File: src/rtl/led_pkg.sv
// Shared types and constants for the LED pattern controller.
package led_pkg;

    localparam int unsigned SW_W = 2;

    typedef enum logic [SW_W-1:0] {
        MODE_ON    = 2'd0,
        MODE_BLINK = 2'd1,
        MODE_CHASE = 2'd2,
        MODE_COUNT = 2'd3
    } mode_e;

    // Counter width for a modulo-n counter; never narrower than one bit.
    function automatic int unsigned cnt_width(input int unsigned n);
        return (n > 1) ? $clog2(n) : 1;
    endfunction

endpackage

File: src/rtl/sw_debounce.sv
// Synchronises a raw switch bus and only accepts a new value after it has
// been stable for DEB_CYCLES consecutive synchronised cycles.
module sw_debounce
    import led_pkg::*;
#(
    parameter int unsigned WIDTH      = 2,
    parameter int unsigned DEB_CYCLES = 1_000_000
) (
    input  logic             clk,
    input  logic             rst,
    input  logic [WIDTH-1:0] sw,
    output logic [WIDTH-1:0] value,
    output logic             changed_c
);

    localparam int unsigned     CNT_W     = cnt_width(DEB_CYCLES);
    localparam logic [CNT_W-1:0] DCNT_LAST = CNT_W'(DEB_CYCLES - 1);

    logic [WIDTH-1:0] sync_a;
    logic [WIDTH-1:0] sw_s;
    logic [WIDTH-1:0] cand;
    logic [CNT_W-1:0] dcnt;

    // Two-flop synchroniser for the asynchronous switch inputs.
    always_ff @(posedge clk or posedge rst) begin
        if (rst) begin
            sync_a <= '0;
            sw_s   <= '0;
        end else begin
            sync_a <= sw;
            sw_s   <= sync_a;
        end
    end

    // High in the cycle before value updates, so the consumer can act on the same edge.
    assign changed_c = (sw_s == cand) && (cand != value) && (dcnt == DCNT_LAST);

    always_ff @(posedge clk or posedge rst) begin
        if (rst) begin
            cand  <= '0;
            dcnt  <= '0;
            value <= '0;
        end else if (sw_s != cand) begin
            cand <= sw_s;
            dcnt <= '0;
        end else if (cand != value) begin
            if (changed_c) begin
                value <= cand;
                dcnt  <= '0;
            end else begin
                dcnt <= dcnt + CNT_W'(1);
            end
        end
    end

endmodule

File: src/rtl/led_pattern_ctrl.sv
// LED pattern controller: debounced mode select, prescaled pattern stepping
// and global PWM brightness feeding a registered LED output.
module led_pattern_ctrl
    import led_pkg::*;
#(
    parameter int unsigned NUM_LED    = 3,
    parameter int unsigned TICK_DIV   = 25_000_000,
    parameter int unsigned DEB_CYCLES = 1_000_000,
    parameter int unsigned PWM_BITS   = 4
) (
    input  logic                clk,
    input  logic                rst,
    input  logic [1:0]          sw,
    input  logic [PWM_BITS-1:0] duty,
    output logic [NUM_LED-1:0]  led,
    output logic [1:0]          mode,
    output logic                tick
);

    localparam int unsigned         PCNT_W    = cnt_width(TICK_DIV);
    localparam logic [PCNT_W-1:0]   PCNT_LAST = PCNT_W'(TICK_DIV - 1);
    localparam logic [PWM_BITS-1:0] DUTY_FULL = '1;

    logic                mode_chg_c;
    logic [PCNT_W-1:0]   pcnt;
    logic [PCNT_W-1:0]   pcnt_nxt;
    logic                phase;
    logic [NUM_LED-1:0]  chase;
    logic [NUM_LED-1:0]  count;
    logic [NUM_LED-1:0]  pattern;
    logic [PWM_BITS-1:0] wcnt;
    logic [PWM_BITS-1:0] duty_q;
    logic                en_c;

    sw_debounce #(
        .WIDTH      (SW_W),
        .DEB_CYCLES (DEB_CYCLES)
    ) u_sw_debounce (
        .clk       (clk),
        .rst       (rst),
        .sw        (sw),
        .value     (mode),
        .changed_c (mode_chg_c)
    );

    // Prescaler restarts on a mode change so the first step is a full period away.
    always_comb begin
        pcnt_nxt = pcnt + PCNT_W'(1);
        if (mode_chg_c || (pcnt == PCNT_LAST)) begin
            pcnt_nxt = '0;
        end
    end

    always_ff @(posedge clk or posedge rst) begin
        if (rst) begin
            pcnt <= '0;
            tick <= 1'b0;
        end else begin
            pcnt <= pcnt_nxt;
            tick <= (pcnt_nxt == PCNT_LAST);
        end
    end

    // Step state; a mode change takes priority over a coincident tick.
    always_ff @(posedge clk or posedge rst) begin
        if (rst) begin
            phase <= 1'b0;
            chase <= NUM_LED'(1);
            count <= '0;
        end else if (mode_chg_c) begin
            phase <= 1'b0;
            chase <= NUM_LED'(1);
            count <= '0;
        end else if (tick) begin
            phase <= ~phase;
            chase <= {chase[NUM_LED-2:0], chase[NUM_LED-1]};
            count <= count + NUM_LED'(1);
        end
    end

    always_comb begin
        pattern = '1;
        case (mode_e'(mode))
            MODE_ON:    pattern = '1;
            MODE_BLINK: pattern = phase ? '0 : '1;
            MODE_CHASE: pattern = chase;
            MODE_COUNT: pattern = count;
            default:    pattern = '1;
        endcase
    end

    // duty is sampled only at the period boundary to avoid mid-period glitches.
    always_ff @(posedge clk or posedge rst) begin
        if (rst) begin
            wcnt   <= '0;
            duty_q <= '1;
        end else begin
            wcnt <= wcnt + PWM_BITS'(1);
            if (wcnt == DUTY_FULL) begin
                duty_q <= duty;
            end
        end
    end

    assign en_c = (wcnt < duty_q) || (duty_q == DUTY_FULL);

    always_ff @(posedge clk or posedge rst) begin
        if (rst) begin
            led <= '1;
        end else begin
            led <= pattern & {NUM_LED{en_c}};
        end
    end

endmodule

File: config.mk
export PLATFORM = sky130hd
export DESIGN_NAME = led_pattern_ctrl
export DESIGN_NICKNAME = d
export VERILOG_FILES = /design/src/rtl/led_pkg.sv /design/src/rtl/sw_debounce.sv /design/src/rtl/led_pattern_ctrl.sv
export SDC_FILE = /design/constraint.sdc
export NUM_CORES = 1
export LEC_CHECK = 0
export ABC_CLOCK_PERIOD_IN_PS = 6400
export CORE_UTILIZATION = 50
export DETAILED_ROUTE_END_ITERATION = 6
export PLACE_DENSITY = 0.68
export SYNTH_ARGS = -nofsm -noshare
export SYNTH_HDL_FRONTEND = slang
export SYNTH_SLANG_ARGS = --single-unit
export TNS_END_PERCENT = 5
File: constraint.sdc
create_clock -name clk -period 6.4 [get_ports clk]
set_clock_uncertainty 0.2 [all_clocks]
set_input_delay 1.92 -clock clk [delete_from_list [all_inputs] [get_ports clk]]
set_output_delay 1.92 -clock clk [all_outputs]
set_load 0.1 [all_outputs]
# [After elaboration in Yosys (flattened, before gate mapping)]
# Cells that the tools add are included.
[totals] register_bits=72 latch_bits=0 ram_bits=0 mem_bits_ro=0 input_bits=8 output_inout_bits=6 elab_cells=52 memories=0
[classes] addsub=4 n_mul=0 n_div=0 n_lt_le_gt_ge=1 n_eq_ne=11 shifts=0 mux=12 n_bitwise=3 reduce_logical=8
[ops] cell="$mux W20" count=3
[ops] cell="$eq A25 B25 Y1 const B" count=2
[ops] cell="$add A25 B1 Y25 const B" count=1
[ops] cell="$mux W25" count=1
[ops] cell="$add A20 B1 Y20 const B" count=1
[ops] cell="$eq A20 B20 Y1 const B" count=1
[ops] cell="$mux W3" count=5
[ops] cell="$pmux W3 S4" count=1
[ops] cell="$eq A4 B4 Y1 const B" count=2
[ops] cell="$add A4 B1 Y4 const B" count=1
[ops] cell="$eq A2 B2 Y1 const B" count=2
[ops] cell="$lt A4 B4 Y1" count=1
[ops] cell="$ne A2 B2 Y1" count=2
[ops] cell="$reduce_bool A2 Y1" count=2
[ops] cell="$add A3 B1 Y3 const B" count=1
[ops] cell="$and A3 B3 Y3" count=1
[ops] cell="$reduce_and A3 Y1" count=1
[ops] cell="$eq A2 B1 Y1 const B" count=1
[ops] cell="$eq A2 B2 Y1" count=1
[ops] cell="$logic_and A1 B1 Y1" count=2
[ops] cell="$logic_not A2 Y1" count=1
[ops] cell="$logic_or A1 B1 Y1" count=2
[ops] cell="$mux W1" count=2
[ops] cell="$not A1 Y1" count=2

# [Depth between registers and ports, before layout]
# Gate-level depths: netlist of the first run.
[depth] depth_word=6 ltp_mapped=8 ltp_nobuf=7

# [Hierarchy]
# A second synthesis of the first run with hierarchy kept.
[unflattened] hier_cells=380 area_unflattened_um2=3803.6
[modules_own_cells] module="led_pattern_ctrl" n_inst=1 cells_per_inst=228 area_each_um2=2279.7 seq_area_each_um2=1111.1
[modules_own_cells] module="sw_debounce" n_inst=1 cells_per_inst=152 area_each_um2=1524.0 seq_area_each_um2=700.7

# [Worst setup path before layout of the first run]
# Ideal clock, no wire load.
[synth_path] path_type="reg-to-output" startpoint="register u_sw_debounce.value[0]" endpoint="output mode[0]" t_arrival_ps=985 t_required_ps=4280 setup_slack_ps=3295 stages_incl_launch_ff=1 path_buffers=0 cell_sequence="dfrtp_1"
[synth_rtl] item="from (decl)" line_no="sw_debounce.sv:12" text="output logic [WIDTH-1:0] value,"
[synth_rtl] item="from (signal assigned)" line_no="sw_debounce.sv:48" text="value <= cand;"
[synth_rtl] item="to (decl)" line_no="led_pattern_ctrl.sv:16" text="output logic [1:0] mode,"
# No word-level cell between the ends.

# [Final worst setup path of the first run]
[layout_path] startpoint="register tick" endpoint="output tick"
[layout_rtl] item="from (decl)" line_no="led_pattern_ctrl.sv:17" text="output logic tick"
[layout_rtl] item="from (signal assigned)" line_no="led_pattern_ctrl.sv:60" text="tick <= (pcnt_nxt == PCNT_LAST);"
# No word-level cell between the ends.

==> results.sh, run 1 <==
export IMPL_grt_first_pass_wirelength_um=12600
export IMPL_cts_htree_levels=3
export IMPL_critical_path_max_fanout=9
export IMPL_slew_violations=0
export IMPL_layout_drive_gt1_share=0.118
export IMPL_area_delta_synth_final_pct=10.5
export IMPL_die_area_um2=7860
export IMPL_grt_pass1_vias=2655
export IMPL_die_w_um=88.7
export IMPL_place_hpwl_um=4910
export IMPL_design_core_area_um2=7250
export IMPL_arrival_ns=2.08
export IMPL_cts_hold_buffers=0
export IMPL_cp_required_ns=4.28
export IMPL_avgSynthCellArea_um2=9.88
export IMPL_clk_path_buf_depth=2
export IMPL_synth_ff_latch_count=72
export IMPL_max_vdd_ir_drop_mv=0.0916
export IMPL_track_usage=0.211
export IMPL_grt_max_degree=41
export IMPL_rows=31
export IMPL_clk_pin_slew_ns=0.07
export IMPL_cts_made_buffers=9
export IMPL_tns_ns=0
export IMPL_rsz0062_at_grt="no"
export IMPL_fin_crit_ns=4.20
export IMPL_diodes=0
export IMPL_maxCapViolations=0
export IMPL_holdWs_ns=0.146
export IMPL_synth_cell_types=54
export IMPL_netlist_area_um2=3750
export IMPL_gp_congestion=0.852
export IMPL_vias=2741
export IMPL_mostFrequentLayoutCells="dfrtp_1 (64), nor2_1 (45), nand2_1 (34)"
export IMPL_synth_seq_area_share=0.483
export IMPL_status="finished clean"
export IMPL_maxSlewHeadroom=0.346
export IMPL_period_share=0.657
export IMPL_tightest_slew_ns=0.979
export IMPL_cts_root_buf="clkbuf_8"
export IMPL_cpPeakStageDelay_ns=1.20
export IMPL_hold_viol=0
export IMPL_layout_commonest_cell="dfrtp_1"
export IMPL_cts_setup_buffers=0
export IMPL_fin_nets=407
export IMPL_crit_chain="clkdlybuf4s50_1"
export IMPL_dieHeight_um=88.7
export IMPL_synth_fp_nets=395
export IMPL_syn_instance_count=380
export IMPL_dr_pass1_iters=4
export IMPL_leakagePower_uw=0.00177
export IMPL_hold_class="reg -> reg"
export IMPL_port_buffers=13
export IMPL_antenna_found_initial=0
export IMPL_drt_iter0_drc=96
export IMPL_critPathTopFamily="buffers and inverters"
export IMPL_ant_nets=0
export IMPL_wl_per_cell_um=14.1
export IMPL_slowest_stage="clkdlybuf4s50_1"
export IMPL_ios=14
export IMPL_clock_latency_ns=0.34
export IMPL_fin_cells=496
export IMPL_wl_um=6990
export IMPL_floorplan_initialDensity=0.518
export IMPL_placedCellCount=480
export IMPL_start_kind="flop"
export IMPL_ys_warn_count=0
export IMPL_path_buf_inv=1
export IMPL_max_freq_mhz=238
export IMPL_gr_total_overflow=0
export IMPL_cts_tree="yes"
export IMPL_cts_sinks=72
export IMPL_p_per_area_nw_per_um2=199
export IMPL_setup_viol=0
export IMPL_cts_resized=0
export IMPL_drc_errors=0
export IMPL_vias_per_cell=5.53
export IMPL_critPathKind="reg -> out"
export IMPL_worst_setup_path_end_kind="output pin"
-- layer usage --
metal,track usage,part of all wire,vias up
li1,-,-,1363
met1,0.267,0.47,1333
met2,0.349,0.49,37
met3,0.0644,0.032,8
met4,0.0587,0.016,0
met5,0,0,-
-- metrics by stage --
step / util / setup slack (ns) / cell area, µm² / power (µW)
global placement: 0.548 / 2.57 / 3970 / 514
CTS: 0.572 / 2.17 / 4150 / 843
global route: 0.572 / 2.12 / 4150 / 869
floorplan: - / 2.47 / 3750 / 501
finish: 0.572 / 2.20 / 4150 / 826
detailed placement: 0.548 / 2.56 / 3970 / 515
-- synth_stat cells, drive strengths merged --
cell	n	area, µm²
a211o	2	17.5
a211oi	1	7.51
a21boi	2	15.0
a21o	2	15.0
a21oi	2	10.0
a22oi	1	7.51
a31o	1	8.76
a31oi	2	12.5
and2	2	12.5
and3	6	37.5
and4	4	36.3
buf	6	28.8
clkbuf	9	33.8
dfrtp	64	1600
dfstp	8	210
ha	7	87.6
inv	11	41.3
mux2	6	67.6
mux2i	4	40.0
nand2	35	134
nand2b	6	37.5
nand3	20	110
nand3b	2	15.0
nand4	13	115
nand4bb	1	11.3
nor2	45	169
nor2b	7	43.8
nor3	11	60.1
nor3b	1	7.51
nor4	6	80.1
nor4b	1	8.76
nor4bb	1	10.0
o2111ai	1	8.76
o211a	4	40.0
o211ai	2	15.0
o21ai	32	160
o22ai	1	6.26
o31ai	6	45.0
o41ai	3	26.3
or3	3	18.8
or4	2	15.0
or4b	2	20.0
xnor2	15	131
xor2	20	175
-- state kept, by name, summed over array words and instances (netlist names), 2 cells and up --
register / flops
u_sw_debounce.sync_a: 2
pcnt: 25
u_sw_debounce.value: 2
duty_q: 4
led: 3
u_sw_debounce.dcnt: 20
u_sw_debounce.cand: 2
chase: 3
u_sw_debounce.sw_s: 2
count: 3
wcnt: 4
-- power breakdown --
group / internal [µW] / switching, µW
logic: 14.1 / 25.9
registers: 461 / 3.96
clock network: 161 / 160
-- final timing paths --
kind / start / endpoint / slack [ns] / depth (start not counted)
max in group asynchronous: rst / duty_q[2] / 3.22 / 3
worst min-delay path: u_sw_debounce.sync_a[1] / u_sw_debounce.sw_s[1] / 0.15 / 0
worst min register to register: u_sw_debounce.sync_a[1] / u_sw_debounce.sw_s[1] / 0.15 / 0
worst max register to register: u_sw_debounce.dcnt[0] / tick / 3.42 / 7
worst max-delay path: tick / tick / 2.20 / 1
min in group asynchronous: rst / pcnt[10] / 1.80 / 2
-- layout make-up --
type	instances	area, µm²
flip-flops and latches	72	1810
fillers	659	3100
clock inverters	3	17.5
well taps	99	124
repair buffers	16	153
multi-input cells	282	1840
clock buffers	13	159
inverters	11	41.3
-- cells by family after synthesis --
family,count (synthesis),synth area share
AOI/OAI and AO/OA,62,0.105
xor gates and xnor gates,35,0.0816
adders and majority gates,7,0.0233
buffers and inverters,26,0.0277
DFF,72,0.483
muxes,10,0.0287
and+or+nand+nor,168,0.251
No activity file was read; power rests on OpenSTA's default activity.
==> run 2: changes to the inputs <==
Settings changed: ABC_CLOCK_PERIOD_IN_PS 6400 to 4000.
Clock period 6.4 ns to 4 ns, I/O delays scaled along.
==> results.sh, run 2 (synthesis results as in run 1) <==
export IMPL_worst_setup_path_end_kind="flop"
export IMPL_setup_slack_ns=1.32
export IMPL_fin_cells=498
export IMPL_area_delta_synth_final_pct=11.4
export IMPL_largest_register_ffs=25
export IMPL_status="finished clean"
export IMPL_grt_first_pass_wirelength_um=12400
export IMPL_start_kind="flop"
export IMPL_design_core_area_um2=7250
export IMPL_gr_total_overflow=0
export IMPL_critPathKind="reg -> reg"
export IMPL_p_per_area_nw_per_um2=329
export IMPL_min_from="u_sw_debounce.sync_a[1]"
export IMPL_crit_chain="ha_1 -> nand2_1 -> or3_1 -> nor4_4 -> buf_4 -> a31o_2 -> nor2_1 -> nor4_2"
export IMPL_placedCellCount=482
export IMPL_drc_errors=0
export IMPL_die_area_um2=7860
export IMPL_maxCapViolations=0
export IMPL_hold_viol=0
export IMPL_dr_pass1_iters=4
export IMPL_regToRegStartpoint="u_sw_debounce.dcnt[0]"
export IMPL_clk_pin_slew_ns=0.08
export IMPL_dieHeight_um=88.7
export IMPL_cts_setup_buffers=0
export IMPL_post_place_ws_ns=1.30
export IMPL_maxSlewHeadroom=0.591
export IMPL_fin_nets=409
export IMPL_ant_nets=0
export IMPL_track_usage=0.209
export IMPL_port_buffers=13
export IMPL_grt_max_degree=49
export IMPL_period_share=0.670
export IMPL_tightest_slew_ns=0.609
export IMPL_rsz0062_at_grt="no"
export IMPL_grt_pass1_vias=2651
export IMPL_fillCellCount=639
export IMPL_fin_util=0.577
export IMPL_cp_required_ns=4.06
export IMPL_slowest_stage="or3_1"
export IMPL_reg_largest_list="pcnt (25), u_sw_debounce.dcnt (20)"
export IMPL_cts_tree="yes"
export IMPL_arrival_ns=2.74
export IMPL_slew_violations=0
export IMPL_ios=14
export IMPL_rrSetupSlack_ns=1.32
export IMPL_setup_viol=0
export IMPL_cts_made_buffers=9
export IMPL_min_path_cells=0
export IMPL_floorplan_initialDensity=0.518
export IMPL_rows=31
export IMPL_antenna_found_initial=0
export IMPL_holdWs_ns=0.151
export IMPL_layout_commonest_cell="dfrtp_1"
export IMPL_clk_path_buf_depth=2
export IMPL_cts_sinks=72
export IMPL_wl_per_cell_um=14.3
export IMPL_vias_per_cell=5.53
export IMPL_tns_ns=0
export IMPL_r2r_end="tick"
export IMPL_cpPeakStageDelay_ns=0.43
export IMPL_clock_latency_ns=0.35
export IMPL_max_freq_mhz=373
export IMPL_mostFrequentLayoutCells="dfrtp_1 (64), nor2_1 (45), nand2_1 (34)"
export IMPL_largest_register="pcnt"
export IMPL_diodes=0
export IMPL_place_hpwl_um=4920
export IMPL_cts_htree_levels=3
export IMPL_die_w_um=88.7
export IMPL_drt_iter0_drc=134
export IMPL_leakagePower_uw=0.00179
export IMPL_wl_um=7120
export IMPL_cts_resized=0
export IMPL_fin_crit_ns=2.68
export IMPL_cts_hold_buffers=0
export IMPL_critical_path_max_fanout=23
export IMPL_cts_root_buf="clkbuf_8"
export IMPL_r2r_cells=8
export IMPL_hold_end="u_sw_debounce.sw_s[1]"
export IMPL_max_vdd_ir_drop_mv=0.180
export IMPL_gp_congestion=0.824
export IMPL_hold_class="reg -> reg"
export IMPL_layout_drive_gt1_share=0.143
export IMPL_vias=2754
## run 2: cell types whose count changed in the layout (fill, tap and decap cells not counted), sizes merged
cell	delta
buf	+8
clkdlybuf4s50	-6
clkbuf	-4
clkinv	+2
bufinv	+1
clkinvlp	+1
## run 2: worst max-delay path, delay by kind of cell (launching register included)
kind	cells	cell delay, ns
buffers and inverters	1	0.24
AO/OA/AOI/OAI	1	0.43
adder cells (fa/ha/maj)	1	0.22
flip-flops	1	0.39
AND/OR/NAND/NOR	5	1.10
## run 2: worst max-delay path by stage
stage | startpoint | to | slack [ns] | cells after the start
final | u_sw_debounce.dcnt[0] | tick | 1.32 | 8
after global placement | u_sw_debounce.dcnt[15] | tick | 1.37 | 7
after detailed placement | u_sw_debounce.dcnt[0] | tick | 1.30 | 8
after floorplan | rst | chase[1] | 0.79 | 1
after global routing | u_sw_debounce.dcnt[0] | tick | 1.10 | 8
after CTS | u_sw_debounce.dcnt[0] | tick | 1.29 | 8
## run 2: metal layers
layer,wire length (µm),GRT usage,part of all wire
met1,3320,0.266,0.47
met2,3430,0.340,0.48
met3,203,0.0532,0.028
met4,170,0.0880,0.024
met5,0,0,0
## run 2: through the flow
step	power (µW)	cell area, µm²
4_1_cts	1400	4180
3_3_place_gp	824	3990
5_1_grt	1440	4180
6_report	1380	4180
3_5_place_dp	826	3990
2_1_floorplan	802	3750
## run 2: report_power, final
part / internal (µW) / switching [µW] / leakage [µW] / total [µW]
clock network: 287 / 279 / 0.0000952 / 566
registers: 737 / 5.92 / 0.000945 / 743
logic: 24.7 / 42.1 / 0.000754 / 66.7
## run 2: final cells by class
class / instances / area (µm²) / share of cell area
tap: 99 / 124 / 0.0296
sequential: 72 / 1810 / 0.433
inverter: 11 / 41.3 / 0.00987
clock inverter: 7 / 72.6 / 0.0173
timing repair buffer: 18 / 165 / 0.0395
multi-input combinational: 282 / 1840 / 0.441
clock buffer: 9 / 124 / 0.0296
